## src/rtl/spi8_pkg.sv

```systemverilog
`timescale 1ns/1ps
// spi8_pkg: frame layout, FSM states and register map shared by the
// spi8 initiator and the remote spi8 register slave.
package spi8_pkg;

    // 16-bit frame: {rw, addr[6:0], data[7:0]}, transmitted MSB first
    localparam int FRAME_W  = 16;
    localparam int RW_BIT   = 15;
    localparam int ADDR_MSB = 14;
    localparam int ADDR_LSB = 8;
    localparam int DATA_MSB = 7;

    // Initiator sequencing states
    typedef enum logic [2:0] {
        ST_IDLE  = 3'd0,
        ST_SETUP = 3'd1,
        ST_SHIFT = 3'd2,
        ST_HOLD  = 3'd3,
        ST_TAIL  = 3'd4
    } spi_state_e;

    // Remote slave register map
    localparam logic [6:0] REG00 = 7'h00;
    localparam logic [6:0] REG01 = 7'h01;
    localparam logic [6:0] REG02 = 7'h02;
    localparam logic [6:0] REG03 = 7'h03;
    localparam logic [6:0] REG04 = 7'h04;
    localparam logic [6:0] REG05 = 7'h05;
    localparam logic [6:0] REG06 = 7'h06;
    localparam logic [6:0] REG07 = 7'h07;

    // Assemble a frame; the data field is forced to zero on reads
    function automatic logic [FRAME_W-1:0] build_frame(input logic       rw,
                                                       input logic [6:0] addr,
                                                       input logic [7:0] wdata);
        logic [FRAME_W-1:0] f;
        f                    = {FRAME_W{1'b0}};
        f[RW_BIT]            = rw;
        f[ADDR_MSB:ADDR_LSB] = addr;
        f[DATA_MSB:0]        = rw ? 8'h00 : wdata;
        return f;
    endfunction

endpackage

```

## src/rtl/spi8_clkgen.sv

```systemverilog
`timescale 1ns/1ps
// spi8_clkgen: half-period tick generator. Every DIV enabled cycles it
// ends a half period, reporting whether that boundary is the end of a
// low phase (rise_tick) or a high phase (fall_tick). SCLK only rises when
// sclk_en is set, so the low-only phases (select setup, hold) reuse the
// same timebase. Disabled: counter cleared and SCLK parked low.
module spi8_clkgen #(
    parameter int DIV = 4
) (
    input  logic clk,
    input  logic rst_n,
    input  logic en,
    input  logic sclk_en,
    output logic rise_tick,
    output logic fall_tick,
    output logic sclk
);

    localparam int CW = (DIV > 1) ? $clog2(DIV) : 1;

    logic [CW-1:0] cnt_r;
    logic          sclk_r;
    logic          wrap_s;

    assign wrap_s    = en && (cnt_r == CW'(DIV - 1));
    assign rise_tick = wrap_s && !sclk_r;
    assign fall_tick = wrap_s && sclk_r;
    assign sclk      = sclk_r;

    // Half-period counter and registered SCLK
    always_ff @(posedge clk or negedge rst_n) begin
        if (!rst_n) begin
            cnt_r  <= {CW{1'b0}};
            sclk_r <= 1'b0;
        end else if (!en) begin
            cnt_r  <= {CW{1'b0}};
            sclk_r <= 1'b0;
        end else begin
            if (wrap_s) begin
                cnt_r <= {CW{1'b0}};
            end else begin
                cnt_r <= cnt_r + CW'(1);
            end
            if (rise_tick && sclk_en) begin
                sclk_r <= 1'b1;
            end else if (fall_tick) begin
                sclk_r <= 1'b0;
            end else begin
                sclk_r <= sclk_r;
            end
        end
    end

endmodule

```

## src/rtl/spi8_master.sv

```systemverilog
`timescale 1ns/1ps
// spi8_master: SPI mode-0 initiator issuing one 16-bit frame per request
// to a remote spi8 register slave. Writes are followed by TAIL deselected
// SCLK pulses on which the slave commits the data.
module spi8_master
    import spi8_pkg::*;
#(
    parameter int DIV  = 4,
    parameter int TAIL = 2
) (
    input  logic       clk,
    input  logic       rst_n,
    input  logic       start,
    input  logic       rw,
    input  logic [6:0] addr,
    input  logic [7:0] wdata,
    output logic       busy,
    output logic       done,
    output logic [7:0] rdata,
    output logic       SCLK,
    output logic       SV_n,
    output logic       SI,
    input  logic       SO
);

    localparam int TCW = (TAIL > 1) ? $clog2(TAIL) : 1;

    spi_state_e         state_r, state_s;
    logic [FRAME_W-1:0] frame_r, frame_s;
    logic               rw_r, rw_s;
    logic [4:0]         bit_r, bit_s;
    logic [TCW-1:0]     tail_r, tail_s;
    logic [7:0]         shadow_r, shadow_s;
    logic [7:0]         rdata_r, rdata_s;
    logic               sv_n_r, sv_n_s;
    logic               si_r, si_s;
    logic               busy_r, busy_s;
    logic               done_r, done_s;

    logic               clk_en_s;
    logic               sclk_en_s;
    logic               rise_tick_s;
    logic               fall_tick_s;
    logic               sclk_s;

    // The timebase starts once select is asserted (first SETUP cycle is
    // the select-assert cycle) and runs until the frame returns to idle.
    assign clk_en_s  = (state_r != ST_IDLE) && !((state_r == ST_SETUP) && sv_n_r);
    assign sclk_en_s = (state_r == ST_SHIFT) || (state_r == ST_TAIL);

    spi8_clkgen #(
        .DIV(DIV)
    ) u_clkgen (
        .clk      (clk),
        .rst_n    (rst_n),
        .en       (clk_en_s),
        .sclk_en  (sclk_en_s),
        .rise_tick(rise_tick_s),
        .fall_tick(fall_tick_s),
        .sclk     (sclk_s)
    );

    // FSM state register
    always_ff @(posedge clk or negedge rst_n) begin
        if (!rst_n) begin
            state_r <= ST_IDLE;
        end else begin
            state_r <= state_s;
        end
    end

    // Frame, counters, shadow and registered pad/handshake outputs
    always_ff @(posedge clk or negedge rst_n) begin
        if (!rst_n) begin
            frame_r  <= {FRAME_W{1'b0}};
            rw_r     <= 1'b0;
            bit_r    <= 5'd0;
            tail_r   <= {TCW{1'b0}};
            shadow_r <= 8'h00;
            rdata_r  <= 8'h00;
            sv_n_r   <= 1'b1;
            si_r     <= 1'b0;
            busy_r   <= 1'b0;
            done_r   <= 1'b0;
        end else begin
            frame_r  <= frame_s;
            rw_r     <= rw_s;
            bit_r    <= bit_s;
            tail_r   <= tail_s;
            shadow_r <= shadow_s;
            rdata_r  <= rdata_s;
            sv_n_r   <= sv_n_s;
            si_r     <= si_s;
            busy_r   <= busy_s;
            done_r   <= done_s;
        end
    end

    // Next-state and next-value logic; frame_r is shifted left so its
    // bit 14 is always the next bit to present on SI
    always_comb begin
        state_s  = state_r;
        frame_s  = frame_r;
        rw_s     = rw_r;
        bit_s    = bit_r;
        tail_s   = tail_r;
        shadow_s = shadow_r;
        rdata_s  = rdata_r;
        sv_n_s   = sv_n_r;
        si_s     = si_r;
        busy_s   = busy_r;
        done_s   = 1'b0;

        case (state_r)
            ST_IDLE: begin
                if (start) begin
                    frame_s = build_frame(rw, addr, wdata);
                    rw_s    = rw;
                    bit_s   = 5'd0;
                    tail_s  = {TCW{1'b0}};
                    busy_s  = 1'b1;
                    state_s = ST_SETUP;
                end else begin
                    state_s = ST_IDLE;
                end
            end
            ST_SETUP: begin
                if (sv_n_r) begin
                    sv_n_s = 1'b0;
                    si_s   = frame_r[FRAME_W-1];
                end else if (rise_tick_s) begin
                    state_s = ST_SHIFT;
                end else begin
                    state_s = ST_SETUP;
                end
            end
            ST_SHIFT: begin
                if (rise_tick_s) begin
                    // Only the data half of the frame carries slave output
                    if (bit_r >= 5'd8) begin
                        shadow_s = {shadow_r[6:0], SO};
                    end else begin
                        shadow_s = shadow_r;
                    end
                end else if (fall_tick_s) begin
                    if (bit_r == 5'd15) begin
                        sv_n_s  = 1'b1;
                        si_s    = 1'b0;
                        state_s = ST_HOLD;
                    end else begin
                        bit_s   = bit_r + 5'd1;
                        si_s    = frame_r[FRAME_W-2];
                        frame_s = {frame_r[FRAME_W-2:0], 1'b0};
                    end
                end else begin
                    state_s = ST_SHIFT;
                end
            end
            ST_HOLD: begin
                if (rise_tick_s) begin
                    if (rw_r) begin
                        rdata_s = shadow_r;
                        busy_s  = 1'b0;
                        done_s  = 1'b1;
                        state_s = ST_IDLE;
                    end else begin
                        state_s = ST_TAIL;
                    end
                end else begin
                    state_s = ST_HOLD;
                end
            end
            ST_TAIL: begin
                if (fall_tick_s) begin
                    if (tail_r == TCW'(TAIL - 1)) begin
                        busy_s  = 1'b0;
                        done_s  = 1'b1;
                        state_s = ST_IDLE;
                    end else begin
                        tail_s = tail_r + TCW'(1);
                    end
                end else begin
                    state_s = ST_TAIL;
                end
            end
            default: begin
                sv_n_s  = 1'b1;
                si_s    = 1'b0;
                busy_s  = 1'b0;
                state_s = ST_IDLE;
            end
        endcase
    end

    assign busy  = busy_r;
    assign done  = done_r;
    assign rdata = rdata_r;
    assign SCLK  = sclk_s;
    assign SV_n  = sv_n_r;
    assign SI    = si_r;

endmodule

```

## config.mk

```make
export PLATFORM = sky130hd
export DESIGN_NAME = spi8_master
export DESIGN_NICKNAME = d
export VERILOG_FILES = /design/src/rtl/spi8_pkg.sv /design/src/rtl/spi8_clkgen.sv /design/src/rtl/spi8_master.sv
export SDC_FILE = /design/constraint.sdc
export NUM_CORES = 1
export LEC_CHECK = 0
export BUFFER_PORTS_ARGS = -buffer_cell sky130_fd_sc_hd__buf_2
export CAP_MARGIN = 20
export CORE_ASPECT_RATIO = 0.9
export CORE_UTILIZATION = 56
export DETAILED_ROUTE_END_ITERATION = 6
export PLACE_DENSITY_LB_ADDON = 0.08
export SYNTH_ARGS = -nofsm -noshare
export SYNTH_HDL_FRONTEND = slang
export SYNTH_SLANG_ARGS = --single-unit
```

## constraint.sdc

```tcl
create_clock -name clk -period 2.6 [get_ports clk]
set_clock_uncertainty 0.2 [all_clocks]
set_input_delay 0.39 -clock clk [delete_from_list [all_inputs] [get_ports clk]]
set_output_delay 0.39 -clock clk [all_outputs]
set_load 0.1 [all_outputs]
```

# [Yosys cells after proc, flatten, opt, wreduce, memory -nomap -nowiden]
# Cells that the tools add are included.
[op_classes] addsub=3 n_lt_le_gt_ge=1 n_eq_ne=20 n_mux=51 bitwise=2 reduce_logical=24
[ops] cell="16-bit two-way mux" n=4
[ops] cell="16-bit one-hot mux with 2 select lines" n=1
[ops] cell="3-bit two-way mux" n=8
[ops] cell="1-bit two-way mux" n=23
[ops] cell="5-bit two-way mux" n=4
[ops] cell="2-bit != test, second input constant" n=9
[ops] cell="3-bit one-hot mux with 5 select lines" n=1
[ops] cell="4-bit AND reduction" n=3
[ops] cell="5-bit one-hot mux with 2 select lines" n=1
[ops] cell="3-bit AND reduction" n=3
[ops] cell="8-bit two-way mux" n=1
[ops] cell="3-bit by 2-bit equality test with 1-bit output, second input constant" n=2
[ops] cell="1-bit logical AND" n=6
[ops] cell="2-bit two-way mux" n=3
[ops] cell="3-bit != test, second input constant" n=2
[ops] cell="1-bit one-hot mux with 3 select lines" n=2
[ops] cell="6-bit AND reduction" n=1
[ops] cell="5-bit by 1-bit adder with 5-bit output, second input constant" n=1
[ops] cell="5-bit by 4-bit equality test with 1-bit output, second input constant" n=1
[ops] cell="5-bit by 4-bit greater-or-equal comparator with 1-bit output, second input constant" n=1
[ops] cell="5-bit AND reduction" n=1
[ops] cell="2-bit by 1-bit != test with 1-bit output, second input constant" n=2
[ops] cell="1-bit one-hot mux with 2 select lines" n=2
[ops] cell="1-bit one-hot mux with 4 select lines" n=1
[ops] cell="15 further kinds" n=18
[totals] reg_bits=49 wordCells=114

# [Logic depth before layout (Yosys ltp)]
# Gate-level depths: netlist of run 1.
[logic_depth] ltp_word=9 ltp_mapped=8

# [Hierarchy]
# From an unflattened synthesis of run 1, not the netlist that was laid out.
[unflattened] cells_unflattened=221 area_unflattened_um2=2379.8
[by_module_without_submodules] mod="spi8_master" instances=1 cells_each=208 area_each_um2=2245.9 seq_area_each_um2=1152.4
[by_module_without_submodules] mod="spi8_clkgen" instances=1 cells_each=13 area_each_um2=133.9 seq_area_each_um2=75.1

# [Worst setup path after synthesis of run 1]
# Ideal clock, no wire load.
[synth_timing] path_kind="register -> register" startpoint="reg u_clkgen.sclk_r (netlist: u_clkgen.sclk)" endpoint="reg shadow_r[0]" setup_ns=0.125 t_arrival_ns=1.972 t_required_ns=2.275 path_slack_ns=0.303 stages_incl_launch_ff=4 period_less_slack_ns=2.297 path_cell_list="dfrtp_1 nand2b_1 nor4_4 mux2_2"
[synth_via] elab_chain_len=3
[synth_lines] element="start, declared" line="spi8_clkgen.sv:22" rtl="logic sclk_r;"
[synth_lines] element="start signal, assigned" line="spi8_clkgen.sv:49" rtl="sclk_r <= sclk_r;"
[synth_lines] element="1-bit zero test" line="spi8_clkgen.sv:26" rtl="assign rise_tick = wrap_s && !sclk_r;"
[synth_lines] element="1-bit logical AND" line="spi8_clkgen.sv:26"
[synth_lines] element="3-bit AND reduction (no source line)"
[synth_lines] element="end signal, assigned" line="spi8_master.sv:90" rtl="shadow_r <= shadow_s;"
[synth_lines] element="end, declared" line="spi8_master.sv:33" rtl="logic [7:0] shadow_r, shadow_s;"
# No other way between the ends.
# A chain may end at the register's enable or synchronous reset.

# [Worst setup path after layout of run 1]
[layout_timing] startpoint="reg bit_r[0]" endpoint="reg bit_r[3]"
[layout_via] elab_chain_len=5 word_cells_on_any_way=8 cone_classes="add/sub: 1; eq/ne: 2; mux: 4; reduce/logical: 1"
[layout_lines] element="start, declared" line="spi8_master.sv:31" rtl="logic [4:0] bit_r, bit_s;"
[layout_lines] element="start signal, assigned" line="spi8_master.sv:88" rtl="bit_r <= bit_s;"
[layout_lines] element="5-bit by 1-bit adder with 5-bit output" line="spi8_master.sv:151" rtl="bit_s = bit_r + 5'd1;"
[layout_lines] element="5-bit two-way mux" line="spi8_master.sv:146" rtl="if (bit_r == 5'd15) begin"
[layout_lines] element="5-bit two-way mux" line="spi8_master.sv:145" rtl="end else if (fall_tick_s) begin"
[layout_lines] element="5-bit two-way mux" line="spi8_master.sv:138" rtl="if (rise_tick_s) begin"
[layout_lines] element="5-bit one-hot mux with 2 select lines" line="spi8_master.sv:114" rtl="case (state_r)"
# Parallel ways exist; a longest one is shown, timed or not. The select of a mux whose other input is x is not followed.

==> flow_summary.toml, run 1 <==
[min_path]
hold_path.class = "in -> async"

[logic_synthesis]
yosys_warnings = 0
synth-seq-cells = 49
synth-xor-area-share = 0
synthMuxAreaShare = 0.0924
synth_fp_nets = 242
postSynthCellCount = 218
syn_area_um2 = 2300
synthAdderAreaFrac = 0.0218
yosys.area_share.simple = 0.166
synth_compound_area_frac = 0.158
dominantRegCellSynth = "dfrtp_1"
synthArstFlopShare = 1.00
synth-edff-count = 0
synth_top_family_by_area = "simple AND/OR/NAND/NOR gates"
synth_cell_type_count = 37
synth.yosys.seq_area_share = 0.533
avgSynthCellArea_um2 = 10.6

[setup_path]
cp.arrival_ns = 2.37
cpMaxStageDelayCell = "dfrtp_1"
path_max_fanout = 7
cp_slowest_stage_delay_ns = 0.42
cp-end-kind = "flop"
crit_required_ns = 2.62
cp_top_family = "simple AND/OR/NAND/NOR gates"
startpoint_type = "flop"
worstSetupPathType = "reg -> reg"
cp_cell_sequence = "ha_1, and3_1, ha_1, nor2b_1, o211ai_1, or3_1, a21oi_1"
crit_path_frequent_cell = "ha_1"
path_buf_inv = 0

[clock_tree]
cts_tree = "done"
clkLatencyLatePin_ns = 0.30
postCtsSetupRepairBufs = 0
htreeDepth = 2
clock-sinks = 49
cts_hold_buf = 0
cts.clk_slew.worst_paths_ns = 0.09
cts_root_buf = "clkbuf_8"
numCtsBuffers = 5
ctsResizeCount = 0
clockBufferDepth = 2

[grt]
grt_use_total = 0.226
grt.overflow.total = 0
antenna_found_initial = 0
grt_max_degree = 50
grt_pass1_wl_um = 7790
grt_pass1_vias = 1681

[sta]
setup_viol = 0
relSlewSlack = 0.604
fin_setup_tns_ns = 0
tightest_slew_ns = 0.594
rsz0062_at_grt = "no"
report.final.hold_viol_count = 48
fin_crit_sh = 0.902
fmax_mhz = 426
timing.hold.ws_ns = -0.0223
post-route-min-period_ns = 2.35
slew_viol_final = 0

[job]
drv_cap = 0

[floorplanning]
dieArea_um2 = 4370
core-area_um2 = 3840
die_w_um = 69.6
fp.dieH_um = 62.8
row_count = 21
floorplan.initialDensity = 0.600
ios = 33

[detailed_routing]
totalWireLength_um = 4440
drc = 0
initialDrtViolationCount = 134
routed-via-count = 1742
first_pass_iters = 4
vias_per_cell = 5.77
final_antenna_net_count = 0
wl_per_cell_um = 14.7

[placed_design]
gp_congestion = 0.849
placedCellCount = 294
dp_hpwl_um = 3050
placedInstanceArea_um2 = 2530
port_buffers = 32

[pwr]
pwr-share-clk = 0.188
ir_drop_v = 0.000513
switching_power_uw = 996
intPower_uw = 1540
total_leakage_power_uw = 0.00125
powerDensity_nw_per_um2 = 963
pwr-share-seq = 0.427
combPwrFrac = 0.386
swShare = 0.393

[cells_and_area]
layout-drive-gt1-share = 0.285
layout_commonest_cell = "dfrtp_1"
fill_cells = 312
syn_to_final_growth_pct = 14.2
final_cells = 302
final_area_um2 = 2630
antennaDiodeCount = 0
layout_common_cells = "48 x dfrtp_1, 32 x buf_2, 28 x nor2_1"
num-nets-final = 279

[run_status]
outcome = "finished with violations"
violations = "hold timing"
## flip-flops by register name (all words and copies together) (netlist names)
signal,cells
SI,1
SV_n,1
bit_r,5
busy,1
done,1
frame_r,16
rdata,8
rw_r,1
shadow_r,8
state_r,3
tail_r,1
u_clkgen.cnt_r,2
u_clkgen.sclk,1
## worst paths after layout
| check | start | endpoint | slack, ns | depth (start not counted) |
|---|---|---|---|---|
| setup / recovery | bit_r[0] | bit_r[3] | 0.25 | 7 |
| hold reg to reg | u_clkgen.cnt_r[0] | u_clkgen.cnt_r[0] | 0.25 | 1 |
| hold / removal | rst_n | frame_r[1] | -0.02 | 2 |
| max in group asynchronous | rst_n | rdata[6] | 1.83 | 2 |
| setup reg to reg | bit_r[0] | bit_r[3] | 0.25 | 7 |
| min in group clk | SO | shadow_r[0] | 0.12 | 2 |
## cells by family (layout without fill, tap and decap cells)
| logic type | after synthesis | in the layout |
|---|---|---|
| AND/OR/NAND/NOR | 70 | 70 |
| AO/OA/AOI/OAI | 61 | 61 |
| flip-flops | 49 | 49 |
| multiplexers | 19 | 19 |
| buffers and inverters | 15 | 53 |
| adder cells (fa/ha/maj) | 4 | 4 |
## power groups by stage
stage | clock network, uW | logic [uW] | registers (uW)
detailed placement | 0 | 971 | 1100
global route | 525 | 1080 | 1110
CTS | 489 | 977 | 1080
floorplan | 0 | 608 | 1220
global placement | 0 | 957 | 1090
finish | 475 | 976 | 1080
## cells in the mapped netlist, drive strengths merged (3+ instances only)
| cell type | n | share of area |
|---|---|---|
| a21oi | 25 | 0.054 |
| inv | 6 | 0.0098 |
| nor2b | 13 | 0.035 |
| nand2 | 7 | 0.013 |
| nor3 | 6 | 0.013 |
| buf | 7 | 0.015 |
| nand3 | 3 | 0.0065 |
| ha | 4 | 0.022 |
| o21ai | 10 | 0.022 |
| o22ai | 16 | 0.044 |
| nor2 | 28 | 0.046 |
| mux2 | 18 | 0.088 |
| dfrtp | 48 | 0.52 |
## routing by layer
layer  global-route usage  part of all wire
met1                0.319              0.49
met4               0.0765             0.010
met2                0.353              0.45
met3               0.0403             0.045
met5                    0                 0
## stage by stage
step	worst slack (ns)	hold WS (ns)	power, uW	utilization
5_1_grt	0.127	0.0323	2720	0.685
3_3_place_gp	0.401	0.225	2040	0.659
4_1_cts	0.281	0.000887	2550	0.685
2_1_floorplan	0.303	-0.106	1830	-
3_5_place_dp	0.303	0.240	2070	0.659
6_report	0.255	-0.0223	2530	0.685
## area by class of cell
class / instances / area (um2) / share of cell area
clock buffers: 6 / 82.6 / 0.0314
clock inverters: 2 / 17.5 / 0.00666
inverters: 6 / 22.5 / 0.00857
multi-input cells: 154 / 1010 / 0.384
flip-flops and latches: 49 / 1230 / 0.467
well taps: 46 / 57.6 / 0.0219
repair buffers: 39 / 213 / 0.0809
(Power assumes the default switching activity.)
==> run 2, diff against run 1 <==
==> constraint.sdc (replaced) <==
create_clock -name clk -period 2.6 [get_ports clk]
set_clock_uncertainty 0.2 [all_clocks]
set_input_delay 0.13 -clock clk [delete_from_list [all_inputs] [get_ports clk]]
set_output_delay 0.13 -clock clk [all_outputs]
set_load 0.1 [all_outputs]
==> run 2 against run 1 <==
Effect of this change: the run now ends clean; cell count up 4.0%; flip-flop and latch count unchanged; routed wire length is 0.36% higher; count of clock-buffer cells in the layout decreased by 1; utilization increased by 2.8 points; maximum frequency grew 3.0%.
==> flow_summary.toml, run 2 (synthesis results as in run 1) <==
[cells_and_area]
layout_commonest_cell = "dfrtp_1"
utilization = 0.714
layout_common_cells = "48 x dfrtp_1, 32 x buf_2, 28 x nor2_1"
multi_input_area_um2 = 1010
final_cells = 314
regArea_um2 = 1230
largest_reg_flops = 16
syn_to_final_growth_pct = 19.0
fill_cells = 289
antennaDiodeCount = 0
top_register = "frame_r"
layout-drive-gt1-share = 0.276
num-nets-final = 291

[grt]
grt_pass1_wl_um = 7730
antenna_found_initial = 0
grt.overflow.total = 0
grt_max_degree = 20
grt_pass1_vias = 1692
grt_use_total = 0.222

[pwr]
pwr-share-seq = 0.432
switching_power_uw = 991
pwr-share-clk = 0.175
swShare = 0.395
combPwrFrac = 0.393
ir_drop_v = 0.000436
powerDensity_nw_per_um2 = 916
total_leakage_power_uw = 0.00130
intPower_uw = 1520

[setup_path]
path_max_fanout = 7
r2r_cells = 7
worstSetupPathType = "reg -> reg"
startpoint_type = "flop"
crit_start = "bit_r[1]"
r2r_slack_ns = 0.32
cp.arrival_ns = 2.31
cp-end-kind = "flop"
rr_startpoint = "bit_r[1]"
rr_endpoint = "bit_r[3]"
crit_required_ns = 2.63

[clock_tree]
cts.clk_slew.worst_paths_ns = 0.09
numCtsBuffers = 5
clock-sinks = 49
cts_tree = "done"
htreeDepth = 2
clkLatencyLatePin_ns = 0.30
cts_root_buf = "clkbuf_8"
ctsResizeCount = 0
clockBufferDepth = 2

[sta]
post-route-min-period_ns = 2.28
report.final.hold_viol_count = 0
relSlewSlack = 0.614
tightest_slew_ns = 0.575
fmax_mhz = 439
fin_setup_tns_ns = 0
rsz0062_at_grt = "no"
slew_viol_final = 0
fin_crit_sh = 0.876
setup_viol = 0

[detailed_routing]
first_pass_iters = 4
routed-via-count = 1767
final_antenna_net_count = 0
initialDrtViolationCount = 124
vias_per_cell = 5.63
drc = 0
wl_per_cell_um = 14.2
totalWireLength_um = 4450

[floorplanning]
row_count = 21
die_w_um = 69.6
fp.dieH_um = 62.8
core-area_um2 = 3840
ios = 33
floorplan.initialDensity = 0.600
dieArea_um2 = 4370

[job]
drv_cap = 0

[placed_design]
dp_hpwl_um = 3110
port_buffers = 32
gp_congestion = 0.848
placedCellCount = 295

[min_path]
hold_path.class = "in -> reg"
holdPathEnd = "rw_r"
worstHoldPathCells = 3
hp-start = "rw"

[run_status]
outcome = "finished, final reports clean"
## run 2: changes by cell type in the layout (fill, tap and decap cells not counted), sizes merged
cell | before | now
buf | 39 | 40
clkbuf | 6 | 5
inv | 7 | 6
dlygate4sd3 | 0 | 11
clkinv | 1 | 3
## run 2: cell type report
class                           count  area share
Clock buffer                        5      0.0251
Clock inverter                      3     0.00823
Inverter                            6     0.00823
Multi-Input combinational cell    154       0.368
Sequential cell                    49       0.448
Tap cell                           46      0.0210
Timing Repair Buffer               51       0.121
## run 2: what timing repair did
| item | 4_1_cts | 5_1_grt |
|---|---|---|
| hold buffers | 11 | 0 |
| hold endpoints to repair | 59 | 0 |
| setup buffers | 0 | 0 |
## run 2: critical path: stages (launching register included)
cell and delay [ns]:
dfrtp_1 0.42, ha_1 0.21, and3_1 0.18, ha_1 0.25, nor2b_1 0.20, o211ai_1 0.22, or3_1 0.39, a21oi_1 0.14
## run 2: power groups by stage
stage	registers, uW	logic [uW]	clock network (uW)
4_1_cts	1080	989	452
3_3_place_gp	1090	957	0
6_report	1080	985	440
5_1_grt	1100	1110	475
2_1_floorplan	1220	608	0
3_5_place_dp	1100	972	0
## run 2: worst max path at each step
stage | slack, ns | endpoint | cells past startpoint
finish | 0.32 | bit_r[3] | 7
global route | 0.16 | bit_r[3] | 7
CTS | 0.32 | bit_r[3] | 7
detailed placement | 0.34 | bit_r[3] | 7
global placement | 0.40 | bit_r[3] | 7
floorplan | 0.30 | shadow_r[0] | 3
## run 2: per-stage QoR
stage | hold slack [ns] | total power [uW] | cell area (um2) | setup slack [ns]
finish | 0.0103 | 2510 | 2740 | 0.322
floorplan | -0.366 | 1830 | 2300 | 0.303
CTS | 0.00820 | 2520 | 2740 | 0.319
detailed placement | -0.135 | 2070 | 2540 | 0.341
global route | 0.0317 | 2690 | 2740 | 0.162
global placement | -0.138 | 2050 | 2540 | 0.402
## run 2: routing by layer
metal,GRT usage,wire (um),vias to the layer above,part of all wire
met4,0.0791,85,0,0.019
li1,-,-,875,-
met5,0,0,-,0
met1,0.317,2240,844,0.50
met3,0.0387,190,10,0.043
met2,0.342,1940,38,0.43
